==> src/rtl/ether_out.sv <==
// ether_out: RMII transmit framer. Takes frame bytes (destination MAC through
// end of payload) on a valid/ready/last byte stream and sends preamble, SFD,
// payload, optional zero pad and CRC-32 FCS as dibits, then holds the
// inter-frame gap.
// Optional feature macro: ETHER_OUT_PAD_EN. When it is defined, frames shorter
// than MIN_FRAME_BYTES are zero-padded before the FCS. When it is undefined,
// there is no PAD state and no byte counter.
module ether_out #(
  parameter int PREAMBLE_BYTES  = 7,
  parameter int MIN_FRAME_BYTES = 60,
  parameter int IFG_CYCLES      = 48
) (
  input  logic       clk,
  input  logic       rstn,
  input  logic       axiiv,
  input  logic [7:0] axiid,
  input  logic       axiil,
  output logic       axiir,
  output logic       eth_txen,
  output logic [1:0] eth_txd,
  output logic       busy,
  output logic       underrun
);

  localparam int PRE_CYCLES = 4 * (PREAMBLE_BYTES + 1);
  localparam int CNT_MAX0   = (PRE_CYCLES > IFG_CYCLES) ? PRE_CYCLES : IFG_CYCLES;
  localparam int CNT_MAX    = (CNT_MAX0 > 16) ? CNT_MAX0 : 16;
  localparam int CNT_W      = $clog2(CNT_MAX + 1);

  localparam logic [CNT_W-1:0] PRE_LAST = CNT_W'(PRE_CYCLES - 1);
  localparam logic [CNT_W-1:0] IFG_LAST = CNT_W'(IFG_CYCLES - 1);
  localparam logic [CNT_W-1:0] FCS_LAST = CNT_W'(15);
  localparam logic [CNT_W-1:0] DIB_LAST = CNT_W'(3);
  localparam logic [31:0]      CRC_INIT = 32'hFFFF_FFFF;
  localparam logic [31:0]      CRC_POLY = 32'hEDB8_8320;

  if (PREAMBLE_BYTES < 1 || IFG_CYCLES < 1 || MIN_FRAME_BYTES < 1) begin : g_param_check
    $error("ether_out: PREAMBLE_BYTES, IFG_CYCLES and MIN_FRAME_BYTES must be positive");
  end

  typedef enum logic [2:0] {
    S_IDLE, S_PRE, S_PAY, S_FCS, S_IFG
`ifdef ETHER_OUT_PAD_EN
    , S_PAD
`endif
  } state_t;

  state_t           state_q, state_d;
  logic [CNT_W-1:0] cnt_q, cnt_d;
  logic [31:0]      crc_q, crc_d;
  logic [7:0]       data_q, data_d;
  logic             last_q, last_d;
  logic             axiir_q, axiir_d;
  logic             txen_q, txen_d;
  logic [1:0]       txd_q, txd_d;
  logic             busy_q, busy_d;
  logic             underrun_q, underrun_d;
  logic [31:0]      fcs;

`ifdef ETHER_OUT_PAD_EN
  localparam int                BYTE_W    = $clog2(MIN_FRAME_BYTES + 1);
  localparam logic [BYTE_W-1:0] MIN_BYTES = BYTE_W'(MIN_FRAME_BYTES);
  logic [BYTE_W-1:0] bytes_q, bytes_d;
  logic [BYTE_W-1:0] bytes_inc;
  // Saturating count of bytes in the frame, pad bytes included.
  assign bytes_inc = (bytes_q == MIN_BYTES) ? bytes_q : bytes_q + 1'b1;
`endif

  // Reflected CRC-32 advanced over one byte, LSB first.
  function automatic logic [31:0] crc_byte(input logic [31:0] crc, input logic [7:0] d);
    logic [31:0] c;
    c = crc;
    for (int i = 0; i < 8; i++) begin
      c = (c[0] ^ d[i]) ? ((c >> 1) ^ CRC_POLY) : (c >> 1);
    end
    return c;
  endfunction

  // Next-state logic: sequencing, byte capture, CRC and abort on starvation.
  always_comb begin
    state_d    = state_q;
    cnt_d      = cnt_q;
    crc_d      = crc_q;
    data_d     = data_q;
    last_d     = last_q;
    underrun_d = 1'b0;
`ifdef ETHER_OUT_PAD_EN
    bytes_d    = bytes_q;
`endif
    case (state_q)
      S_IDLE: begin
        if (axiiv) begin
          state_d = S_PRE;
          cnt_d   = '0;
        end
      end
      S_PRE, S_PAY: begin
        if ((state_q == S_PRE && cnt_q == PRE_LAST) ||
            (state_q == S_PAY && cnt_q == DIB_LAST && !last_q)) begin
          // A ready cycle: take the next byte or abort the frame.
          if (axiiv) begin
            state_d = S_PAY;
            cnt_d   = '0;
            data_d  = axiid;
            last_d  = axiil;
            crc_d   = crc_byte(crc_q, axiid);
`ifdef ETHER_OUT_PAD_EN
            bytes_d = bytes_inc;
`endif
          end else begin
            state_d    = S_IFG;
            cnt_d      = '0;
            crc_d      = CRC_INIT;
            underrun_d = 1'b1;
`ifdef ETHER_OUT_PAD_EN
            bytes_d    = '0;
`endif
          end
        end else if (state_q == S_PAY && cnt_q == DIB_LAST) begin
`ifdef ETHER_OUT_PAD_EN
          if (bytes_q < MIN_BYTES) begin
            state_d = S_PAD;
            cnt_d   = '0;
            data_d  = 8'h00;
            crc_d   = crc_byte(crc_q, 8'h00);
            bytes_d = bytes_inc;
          end else begin
            state_d = S_FCS;
            cnt_d   = '0;
          end
`else
          state_d = S_FCS;
          cnt_d   = '0;
`endif
        end else begin
          cnt_d = cnt_q + 1'b1;
        end
      end
`ifdef ETHER_OUT_PAD_EN
      S_PAD: begin
        if (cnt_q == DIB_LAST) begin
          cnt_d = '0;
          if (bytes_q == MIN_BYTES) begin
            state_d = S_FCS;
          end else begin
            crc_d   = crc_byte(crc_q, 8'h00);
            bytes_d = bytes_inc;
          end
        end else begin
          cnt_d = cnt_q + 1'b1;
        end
      end
`endif
      S_FCS: begin
        if (cnt_q == FCS_LAST) begin
          state_d = S_IFG;
          cnt_d   = '0;
          crc_d   = CRC_INIT;
`ifdef ETHER_OUT_PAD_EN
          bytes_d = '0;
`endif
        end else begin
          cnt_d = cnt_q + 1'b1;
        end
      end
      S_IFG: begin
        if (cnt_q == IFG_LAST) begin
          // A source still holding valid starts the next preamble right away.
          state_d = axiiv ? S_PRE : S_IDLE;
          cnt_d   = '0;
        end else begin
          cnt_d = cnt_q + 1'b1;
        end
      end
      default: begin
        state_d = S_IDLE;
        cnt_d   = '0;
      end
    endcase
  end

  // Output decode from the next state so every output leaves a flop.
  always_comb begin
    axiir_d = 1'b0;
    txen_d  = 1'b0;
    txd_d   = 2'b00;
    busy_d  = (state_d != S_IDLE);
    fcs     = ~crc_d;
    case (state_d)
      S_PRE: begin
        txen_d  = 1'b1;
        txd_d   = (cnt_d == PRE_LAST) ? 2'b11 : 2'b01;
        axiir_d = (cnt_d == PRE_LAST);
      end
      S_PAY: begin
        txen_d  = 1'b1;
        txd_d   = data_d[{cnt_d[1:0], 1'b0} +: 2];
        axiir_d = (cnt_d == DIB_LAST) && !last_d;
      end
`ifdef ETHER_OUT_PAD_EN
      S_PAD: begin
        txen_d = 1'b1;
      end
`endif
      S_FCS: begin
        txen_d = 1'b1;
        txd_d  = fcs[{cnt_d[3:0], 1'b0} +: 2];
      end
      default: ;
    endcase
  end

  // Control and output registers; reset abandons any frame in flight.
  always_ff @(posedge clk or negedge rstn) begin
    if (!rstn) begin
      state_q    <= S_IDLE;
      cnt_q      <= '0;
      crc_q      <= CRC_INIT;
      axiir_q    <= 1'b0;
      txen_q     <= 1'b0;
      txd_q      <= 2'b00;
      busy_q     <= 1'b0;
      underrun_q <= 1'b0;
`ifdef ETHER_OUT_PAD_EN
      bytes_q    <= '0;
`endif
    end else begin
      state_q    <= state_d;
      cnt_q      <= cnt_d;
      crc_q      <= crc_d;
      axiir_q    <= axiir_d;
      txen_q     <= txen_d;
      txd_q      <= txd_d;
      busy_q     <= busy_d;
      underrun_q <= underrun_d;
`ifdef ETHER_OUT_PAD_EN
      bytes_q    <= bytes_d;
`endif
    end
  end

  // Byte being serialised; only read while in PAYLOAD/PAD, so no reset.
  always_ff @(posedge clk) begin
    data_q <= data_d;
    last_q <= last_d;
  end

  assign axiir    = axiir_q;
  assign eth_txen = txen_q;
  assign eth_txd  = txd_q;
  assign busy     = busy_q;
  assign underrun = underrun_q;

endmodule
==> config.mk <==
export PLATFORM = sky130hd
export DESIGN_NAME = ether_out
export DESIGN_NICKNAME = d
export VERILOG_FILES = /design/src/rtl/ether_out.sv
export SDC_FILE = /design/constraint.sdc
export NUM_CORES = 1
export LEC_CHECK = 0
export CORE_MARGIN = 3
export CORE_UTILIZATION = 60
export CTS_CLUSTER_DIAMETER = 120
export DETAILED_ROUTE_END_ITERATION = 7
export GPL_ROUTABILITY_DRIVEN = 1
export PLACE_DENSITY_LB_ADDON = 0.3
export SYNTH_ARGS = -nofsm -noshare
export SYNTH_HDL_FRONTEND = slang
export SYNTH_SLANG_ARGS = --single-unit
export TNS_END_PERCENT = 10
==> constraint.sdc <==
create_clock -name clk -period 8.6 [get_ports clk]
set_clock_uncertainty 0.1 [all_clocks]
set_input_delay 1.72 -clock clk [delete_from_list [all_inputs] [get_ports clk]]
set_output_delay 1.72 -clock clk [all_outputs]
set_load 0.05 [all_outputs]
## Word-level counts from Yosys, hierarchy flattened

Index checks and enable logic that the tools add are counted.

| storage, ports and cells | value |
|---|---|
| register bits after elaboration | 56 |
| latch bits | 0 |
| memory bits (writable) | 0 |
| ROM bits | 0 |
| memories | 0 |

| cells by class | value |
|---|---|
| $add $sub $neg | 1 |
| multipliers | 0 |
| div/mod/pow operators | 0 |
| order comparisons | 0 |
| equality and inequality tests | 13 |
| shift operators | 2 |
| multiplexer cells | 39 |
| bitwise gates (word level) | 17 |
| reductions and logical operators | 11 |

Operator list:

| cell | count |
|---|---|
| $mux 32 | 11 |
| $not 13->14 | 8 |
| $pmux 32 s2 | 1 |
| $not 32->32 | 1 |
| $shiftx 32x6->2 | 1 |
| $mux 6 | 5 |
| $mux 8 | 3 |
| $pmux 6 s4 | 1 |
| $mux 3 | 6 |
| $eq 3x2->1 const B | 4 |
| $eq 6x2->1 const B | 2 |
| $eq 6x5->1 const B | 2 |
| $pmux 3 s4 | 1 |
| $mux 1 | 8 |
| $shiftx 8x4->2 | 1 |
| $xor 1x1->1 | 8 |
| $add 6x1->6 const B | 1 |
| $eq 3x1->1 const B | 2 |
| $eq 6x4->1 const B | 1 |
| $eq 6x6->1 const B | 1 |
| $pmux 2 s3 | 1 |
| $logic_and 1x1->1 | 4 |
| $eq 3x3->1 const B | 1 |
| $logic_not 3->1 | 1 |
| other kinds (7) | 8 |

## Longest topological paths before layout

Gate-level depths: netlist of the first run.

| depth | value |
|---|---|
| depth after elaboration | 22 |
| mapped depth | 13 |
| mapped depth without buffers | 10 |

## Worst setup path before layout of the first run

OpenSTA, ideal clock, no wires.

| timing path | value |
|---|---|
| kind | input -> register |
| start point | input axiid[3] |
| end point | register txd_q[1], in the netlist eth_txd[1] |
| library setup time | 0.126 ns |
| arrival time | 3.919 ns |
| required time | 8.374 ns |
| path slack | 4.455 ns |
| stages on the path | 8 |
| path buffers | 0 |
| path through | xnor2_1 -> xnor3_4 -> xnor3_1 -> a2bb2oi_1 -> nand2_1 -> a221oi_1 -> o22ai_1 -> a221o_1 |

| on the way | value |
|---|---|
| longest elaborated chain between the ends | 15 |
| elaborated cells between the ends (all ways) | 20 |
| classes of those cells | shift: 2; mux: 12; bitwise: 6 |

RTL lines:

| item | line | source |
|---|---|---|
| from (decl) | 16 | `input logic [7:0] axiid,` |
| $xor 1x1->1 (*) | 74 | `c = (c[0] ^ d[i]) ? ((c >> 1) ^ CRC_POLY) : (c >> 1);` |
| $mux 32 (*) (2 in series) | 74 |  |
| $not 13->14 (no line) | -- |  |
| $mux 32 (*) | 74 |  |
| $not 13->14 (no line) | -- |  |
| $mux 32 (*) | 74 |  |
| $not 13->14 (no line) | -- |  |
| $mux 32 (*) | 74 |  |
| $mux 32 (*) | 101 | `if (axiiv) begin` |
| $mux 32 (*) | 98 | `if ((state_q == S_PRE && cnt_q == PRE_LAST) \|\|` |
| $pmux 32 s2 (*) | 90 | `case (state_q)` |
| via crc_d[19] | 50 | `logic [31:0] crc_q, crc_d;` |
| $not 32->32 (*) | 188 | `fcs = ~crc_d;` |
| $shiftx 32x6->2 (*) | 207 | `txd_d = fcs[{cnt_d[3:0], 1'b0} +: 2];` |
| $pmux 2 s3 (*) | 189 | `case (state_d)` |
| via txd_d[1] | 55 | `logic [1:0] txd_q, txd_d;` |
| to (signal assigned) | 233 | `txd_q <= txd_d;` |
| to (decl) | 55 |  |

Mark *: on every way through the listed nets, which the timed path passes. The rest lies on a longest branch.

## Final worst setup path of the first run

Same ends and word-level chain as after synthesis.

==> summary.md, run 1 <==
| Metric | Value |
|---|---|
| WL/cell | 22.1 um |
| CTS tree | done |
| Top FF cell, synth | dfstp_2 |
| Number of hold violations in the final report | 0 |
| Clock root buffer master | clkbuf_8 |
| Post-synthesis to final-layout area growth | 7.41% |
| CP Cell Sequence | clkdlybuf4s50_1 -> xnor2_1 -> xnor3_4 -> xnor3_1 -> a2bb2oi_1 -> nand2_1 -> a221oi_1 -> o22ai_1 -> a221o_1 |
| Number of antenna repair diodes | 0 |
| Lkg Pwr | 1.73 nW |
| Inserted Clock Buffers | 5 |
| Worst Hold Slack | 0.357 ns |
| Path type of the worst min-delay path | flop to flop |
| Power per Cell Area | 204 nW/um^2 |
| Clock Path Buffers | 2 |
| Footprint of the multi-input gates | 2310 sq um |
| Standard cell with the maximum stage delay on the critical path | xnor2_1 |
| First-pass GRT wire length | 15.9 mm |
| Routability Congestion | 0.900 |
| # Max-Cap Violations | 0 |
| Final HPWL from detailed placement | 6.92 mm |
| Starting density of the core | 63.7% |
| Fraction of synthesis flops using an asynchronous set or reset pin | 83.9% |
| Post-synthesis area per instance | 10.9 sq um |
| Total DRC errors in the routed layout | 0 |
| Count of hold-fix buffers inserted at cts | 0 |
| Floorplan core area | 6100 sq um |
| Worst endpoint data arrival time | 4.87 ns |
| Run status | completed |
| CTS resizes | 0 |
| Startpoint types | input port |
| Site row count | 28 |
| Cell with the most instances after synthesis | nand2_1 |
| Final nets | 376 |
| Aggregate routed wire length | 9.71 mm |
| Input/output buffers | 17 |
| Cells after synthesis | 355 |
| Synthesized Nets | 368 |
| Setup TNS | 0 ns |
| Slowest stage delay, CP | 0.81 ns |
| Buffering stage count on the worst path with inverters included | 1 |
| Full die area | 7480 sq um |
| Fmax | 210 MHz |
| Number of slew-limit violations in the final report | 0 |
| Crit path capture type | flop |
| Remaining Overflow, GRT | 0 |
| Height of the chip | 86.5 um |
| Maximum number of pins on one net before global-route repair | 48 |
| Data required time at the worst endpoint | 8.71 ns |
| Number of antenna violations at the first check in global routing | 0 |
| Via-per-instance ratio | 6.70 |
| Maximum fanout count along the critical path | 7 |
| Proportion of synthesized chip area in sequential cells | 35.9% |
| Cell area after technology mapping | 3880 sq um |
| Number of flops mapped to enable cells by yosys | 0 |
| Largest delay share family, worst path | XOR/XNOR gates |
| Critical Setup Path Class | input port to flop |
| Routed vias | 2941 |
| Clock insertion delay at the later pin of the skew report | 0.31 ns |
| Post-route clock period utilization | 55.4% |
| GRT Util Overall | 28.1% |
| Final Core Density | 68.5% |
| Top cell type by total area after synthesis | dfstp_2 |
| Count of unique library cells instantiated by Yosys | 78 |
| Fraction of final layout cells sized beyond drive strength 1 | 21.7% |
| Post-detailed-route count of antenna-violating nets | 0 |
| Ports placed on the boundary | 18 |
| Number of post-CTS setup repair buffers | 0 |
| Setup repair after global routing missed its margin | false |
| Area share of the leading cell type in the synthesized netlist | 21.6% |
| Slew at the pin closest to its max-slew limit | 1.12 ns |
| Cell area after layout | 4170 sq um |
| IR drop worst, VDD | 0.160 mV |
| Cell types occupying the most area after synthesis | dfstp_2 (22%), dfrtp_1 (9.7%), xnor3_1 (8.1%) |
| Number of setup violations in the final report | 0 |
| Deepest level of the CTS H-tree | 2 |
| Warnings, synthesis | 0 |
| Final worst-path setup slack | 3.83 ns |
| Area after detailed placement | 4050 sq um |
| Top cell types by occurrence after synthesis | nand2_1 (34), dfstp_2 (32), xnor2_1 (30), a2bb2oi_1 (20) |
| Flip-flop and latch count after synthesis | 56 |
| Min Tclk post-route | 4.77 ns |
| Number of clock sinks seen by CTS | 56 |
| Clock transition time at the flip-flop clock pins of the worst setup and hold paths | 0.10 ns |
| Worst slew slack as a fraction of its limit | 25.1% |
| Router iterations before antenna repair | 8 |
| Worst slack at placement | 3.57 ns |
| Area taken by flip-flops and latches | 1400 sq um |
| Die extent in x | 86.5 um |
| Initial detailed-routing violation count | 479 |
| Fill cell count | 472 |
| Number of global-route vias before repair | 2993 |
## cell families (layout without fill, tap and decap cells)
| logic type | Yosys count | after routing | synth area share, % |
|---|---|---|---|
| buf+inv | 31 | 40 | 4.61 |
| simple gates | 105 | 105 | 14.9 |
| fa+ha+maj | 1 | 1 | 0.322 |
| mux | 9 | 9 | 2.45 |
| xor+xnor | 68 | 68 | 24.8 |
| compound gates | 85 | 85 | 16.9 |
| flops | 56 | 56 | 35.9 |
## power by group
| part | internal (mW) | switching, mW | leakage (nW) |
|---|---|---|---|
| clock network | 0.105 | 0.0880 | 0.0636 |
| logic | 0.142 | 0.212 | 1.06 |
| registers | 0.282 | 0.0208 | 0.605 |
## final timing paths
path | startpoint | end | slack (ns) | depth (start not counted)
max | axiid[3] | eth_txd[1] | 3.83 | 9
min | data_q[7] | data_q[7] | 0.36 | 2
max reg2reg | cnt_q[0] | eth_txd[1] | 4.65 | 10
min reg2reg | data_q[7] | data_q[7] | 0.36 | 2
max in group asynchronous | rstn | state_q[1] | 6.59 | 2
min in group asynchronous | rstn | cnt_q[2] | 1.41 | 2
## placed cells by master, fill, tap and decap left out, types with 6 or more instances in the layout
cell type | synthesis | routed
nor3_1 | 8 | 8
a2bb2oi_1 | 20 | 20
dfrtp_1 | 15 | 15
inv_1 | 9 | 9
xnor3_1 | 14 | 14
nand3_1 | 8 | 8
clkdlybuf4s50_1 | 0 | 16
o211ai_1 | 7 | 7
a21oi_1 | 15 | 14
dfstp_2 | 32 | 32
dfxtp_1 | 9 | 9
nor2_1 | 13 | 13
xnor2_1 | 30 | 30
nand4_1 | 6 | 6
xor2_1 | 11 | 11
nand2_1 | 34 | 34
## final cells by class
cell class / count / area share [%]
Multi-Input combinational cell: 268 / 55.4
Sequential cell: 56 / 33.5
Inverter: 11 / 1.11
Tap cell: 75 / 2.25
Clock inverter: 1 / 0.720
Clock buffer: 7 / 2.34
Timing Repair Buffer: 21 / 4.68
## per-layer routing
metal	vias up	global-route usage [%]	wire length (um)
met4	0	8.78	251
met3	24	5.61	872
met1	1450	39.0	3990
met2	145	44.6	4600
met5	-	0	0
li1	1322	-	-
## registers in the layout (all words and copies together) (netlist names)
name      flops
axiir         1
busy          1
cnt_q         6
crc_q        32
data_q        8
eth_txd       2
eth_txen      1
last_q        1
state_q       3
underrun      1
## worst reg2reg max path, stage by stage, from the launching register on
cell	delay, ns
dfrtp_1	0.43
ha_1	0.37
nand3_1	0.20
or4_1	0.64
a41oi_2	0.28
and2_1	0.72
inv_6	0.13
mux2i_1	0.18
a221oi_1	0.32
o22ai_1	0.14
a221o_1	0.32
## metrics by stage
step / cells / total power [mW]
floorplan: 355 / 0.590
global placement: 431 / 0.644
detailed placement: 431 / 0.654
CTS: 439 / 0.845
global route: 439 / 0.891
finish: 439 / 0.850
No activity file was read; power rests on OpenSTA's default activity.
==> run 2: changes to the inputs <==
--- a/config.mk
+++ b/config.mk
@@ -6,7 +6,7 @@
 export NUM_CORES = 1
 export LEC_CHECK = 0
 export CORE_MARGIN = 3
-export CORE_UTILIZATION = 60
+export CORE_UTILIZATION = 55
 export CTS_CLUSTER_DIAMETER = 120
 export DETAILED_ROUTE_END_ITERATION = 7
 export GPL_ROUTABILITY_DRIVEN = 1
==> constraint.sdc (replaced) <==
create_clock -name clk -period 4.2 [get_ports clk]
set_clock_uncertainty 0.1 [all_clocks]
set_input_delay 0.84 -clock clk [delete_from_list [all_inputs] [get_ports clk]]
set_output_delay 0.84 -clock clk [all_outputs]
set_load 0.05 [all_outputs]
==> run 2 against run 1 <==
Net effect:
- cell area increased by 1.5%
- critical path depth unchanged
- utilization decreased by 6.5 points
- critical path type unchanged
- largest cell class unchanged
==> summary.md, run 2 (same netlist as run 1, synthesis figures left out) <==
| Metric | Value |
|---|---|
| Setup repair after global routing missed its margin | false |
| Crit path capture type | flop |
| Number of clock sinks seen by CTS | 56 (unchanged) |
| Maximum fanout count along the critical path | 7 (unchanged) |
| Post-synthesis to final-layout area growth | 9.02% |
| End of the worst register-to-register path | eth_txd[0] |
| Logic depth of the worst setup path including buffers | 9 (unchanged) |
| Clock transition time at the flip-flop clock pins of the worst setup and hold paths | 0.10 ns (about the same) |
| Setup slack on the worst flop-to-flop path | 0.50 ns (-4.15 ns) |
| Worst slew slack as a fraction of its limit | 39.8% (+15 points) |
| Remaining Overflow, GRT | 0 (unchanged) |
| Critical Setup Path Class | input port to flop |
| Final HPWL from detailed placement | 7.12 mm (+2.9%) |
| Die extent in x | 90.0 um (+4.1%) |
| Max reg flops | 32 (unchanged) |
| Router iterations before antenna repair | 5 (-3) |
| Worst Hold Slack | 0.358 ns (+0.000422 ns) |
| Run status | completed |
| Number of hold violations in the final report | 0 (unchanged) |
| Buffering stage count on the worst path with inverters included | 1 (unchanged) |
| Count of hold-fix buffers inserted at cts | 0 (unchanged) |
| Slew at the pin closest to its max-slew limit | 0.896 ns (-0.220 ns) |
| Full die area | 8110 sq um (+8.5%) |
| CTS resizes | 0 (unchanged) |
| CP Cell Sequence | clkdlybuf4s50_1 -> xnor2_1 -> xnor3_4 -> xnor3_1 -> a2bb2oi_1 -> nand2_1 -> a221oi_1 -> o22ai_1 -> a221o_1 |
| Clock root buffer master | clkbuf_8 |
| Largest delay share family, worst path | XOR/XNOR gates |
| Endpoint of the worst hold path | data_q[6] |
| Post-route total power | 1.66 mW (+96%) |
| Clock Path Buffers | 2 (unchanged) |
| Initial detailed-routing violation count | 297 (-38%) |
| Number of post-CTS setup repair buffers | 0 (unchanged) |
| Starting density of the core | 56.9% (-6.9 points) |
| Aggregate routed wire length | 9.59 mm (-1.3%) |
| Worst slack at placement | 0.149 ns (-3.42 ns) |
| Power per Cell Area | 393 nW/um^2 (+93%) |
| Deepest level of the CTS H-tree | 2 (unchanged) |
| Path type of the worst min-delay path | flop to flop |
| Lkg Pwr | 1.76 nW (+1.9%) |
| Maximum number of pins on one net before global-route repair | 36 (-25%) |
| # Max-Cap Violations | 0 (unchanged) |
| Site row count | 30 (+7.1%) |
| Register with the highest flop count | crc_q |
| Number of setup violations in the final report | 0 (unchanged) |
| Routed vias | 2892 (-1.7%) |
| Final worst-path setup slack | 0.430 ns (-3.40 ns) |
| IR drop worst, VDD | 0.377 mV (+140%) |
| Standard cell with the maximum stage delay on the critical path | xnor2_1 |
| First-pass GRT wire length | 15.7 mm (-1.4%) |
| Number of antenna repair diodes | 0 (unchanged) |
| Input/output buffers | 17 (unchanged) |
| Floorplan core area | 6830 sq um (+12%) |
| Biggest registers after layout | crc_q x32, data_q x8, cnt_q x6 |
| Fmax | 265 MHz |
| Reg2Reg Launch Point | cnt_q[0] |
| CTS tree | done |
| Via-per-instance ratio | 6.14 (-8.3%) |
| WL/cell | 20.4 um (-8.0%) |
| Leading cell types in the layout, fill and taps excluded | nand2_1 (34), dfstp_2 (32), xnor2_1 (30), a2bb2oi_1 (20), clkdlybuf4s50_1 (16) |
| Most common library cell in the layout ignoring fill and taps | nand2_1 |
| Post-route clock period utilization | 89.8% |
| Ports placed on the boundary | 18 (unchanged) |
| Inserted Clock Buffers | 5 (unchanged) |
| Fraction of final layout cells sized beyond drive strength 1 | 23.7% (+2.0 points) |
| Routability Congestion | 0.890 (-1.2%) |
| Final nets | 387 (+2.9%) |
| Startpoint types | input port |
| Min Tclk post-route | 3.77 ns |
| Data required time at the worst endpoint | 4.30 ns (-4.41 ns) |
| Total DRC errors in the routed layout | 0 (unchanged) |
| Setup TNS | 0 ns (unchanged) |
| Startpoint of the lowest-slack hold path | data_q[6] |
| Height of the chip | 90.0 um (+4.1%) |
| Worst endpoint data arrival time | 3.87 ns (-1.00 ns) |
| Number of antenna violations at the first check in global routing | 0 (unchanged) |
| Clock insertion delay at the later pin of the skew report | 0.30 ns (about the same) |
| R2R cell count | 10 (unchanged) |
| Number of global-route vias before repair | 2816 (-5.9%) |
| Number of slew-limit violations in the final report | 0 (unchanged) |
| GRT Util Overall | 24.5% (-3.6 points) |
| Hold path depth | 2 (unchanged) |
| Slowest stage delay, CP | 0.74 ns (-0.07 ns) |
| Post-detailed-route count of antenna-violating nets | 0 (unchanged) |
-- run 2: worst register-to-register path: stages (launching register included) --
cell       delay, ns
dfrtp_1         0.43
ha_1            0.34
nand3_1         0.18
or4_1           0.64
a41oi_2         0.31
and2_1          0.39
buf_4           0.29
mux2i_1         0.12
a2111oi_0       0.48
a211oi_1        0.12
o22a_1          0.18
-- run 2: worst max-delay path by stage --
| stage | from | to | slack, ns |
|---|---|---|---|
| floorplan | axiid[3] | eth_txd[1] | 0.93 |
| global placement | axiid[3] | eth_txd[1] | 0.19 |
| detailed placement | axiid[3] | eth_txd[1] | 0.15 |
| CTS | axiid[3] | eth_txd[1] | 0.50 |
| global route | cnt_q[0] | eth_txd[0] | 0.25 |
| finish | axiid[3] | eth_txd[1] | 0.43 |
-- run 2: through the flow --
step | instances | instance area (sq um) | utilization (%)
after floorplan | 355 | 3880 | -
final | 471 | 4240 | 62.0
after detailed placement | 463 | 4150 | 60.8
after CTS | 471 | 4240 | 62.0
after global placement | 463 | 4150 | 60.8
after global routing | 471 | 4240 | 62.0
-- run 2: report_power, final --
group	switching (mW)	total (mW)	internal (mW)
clock	0.169	0.286	0.118
sequential	0.0430	0.621	0.578
combinational	0.454	0.757	0.303
total	0.665	1.66	0.998
-- run 2: final cells by class --
type                       instances  area, sq um
clock inverter                     1         5.00
tap                               96          120
inverter                          11         46.3
clock buffer                       7         76.3
sequential                        56         1400
fill                             573         2600
timing repair buffer              32          278
multi-input combinational        268         2310
-- run 2: layer usage --
| layer | up-vias | share of wire, % | track usage (%) |
|---|---|---|---|
| met1 | 1413 | 47 | 37.9 |
| met3 | 14 | 7.8 | 4.60 |
| met2 | 131 | 44 | 35.5 |
| li1 | 1334 | - | - |
| met5 | - | 0 | 0 |
| met4 | 0 | 1.6 | 5.87 |
==> run 3: changes to the inputs <==
--- a/config.mk
+++ b/config.mk
@@ -11,6 +11,7 @@
 export DETAILED_ROUTE_END_ITERATION = 7
 export GPL_ROUTABILITY_DRIVEN = 1
 export PLACE_DENSITY_LB_ADDON = 0.3
+export SKIP_CTS_REPAIR_TIMING = 1
 export SYNTH_ARGS = -nofsm -noshare
 export SYNTH_HDL_FRONTEND = slang
 export SYNTH_SLANG_ARGS = --single-unit
==> results of run 3 <==
Final layout, timing and power as in run 2 (identical DEF).
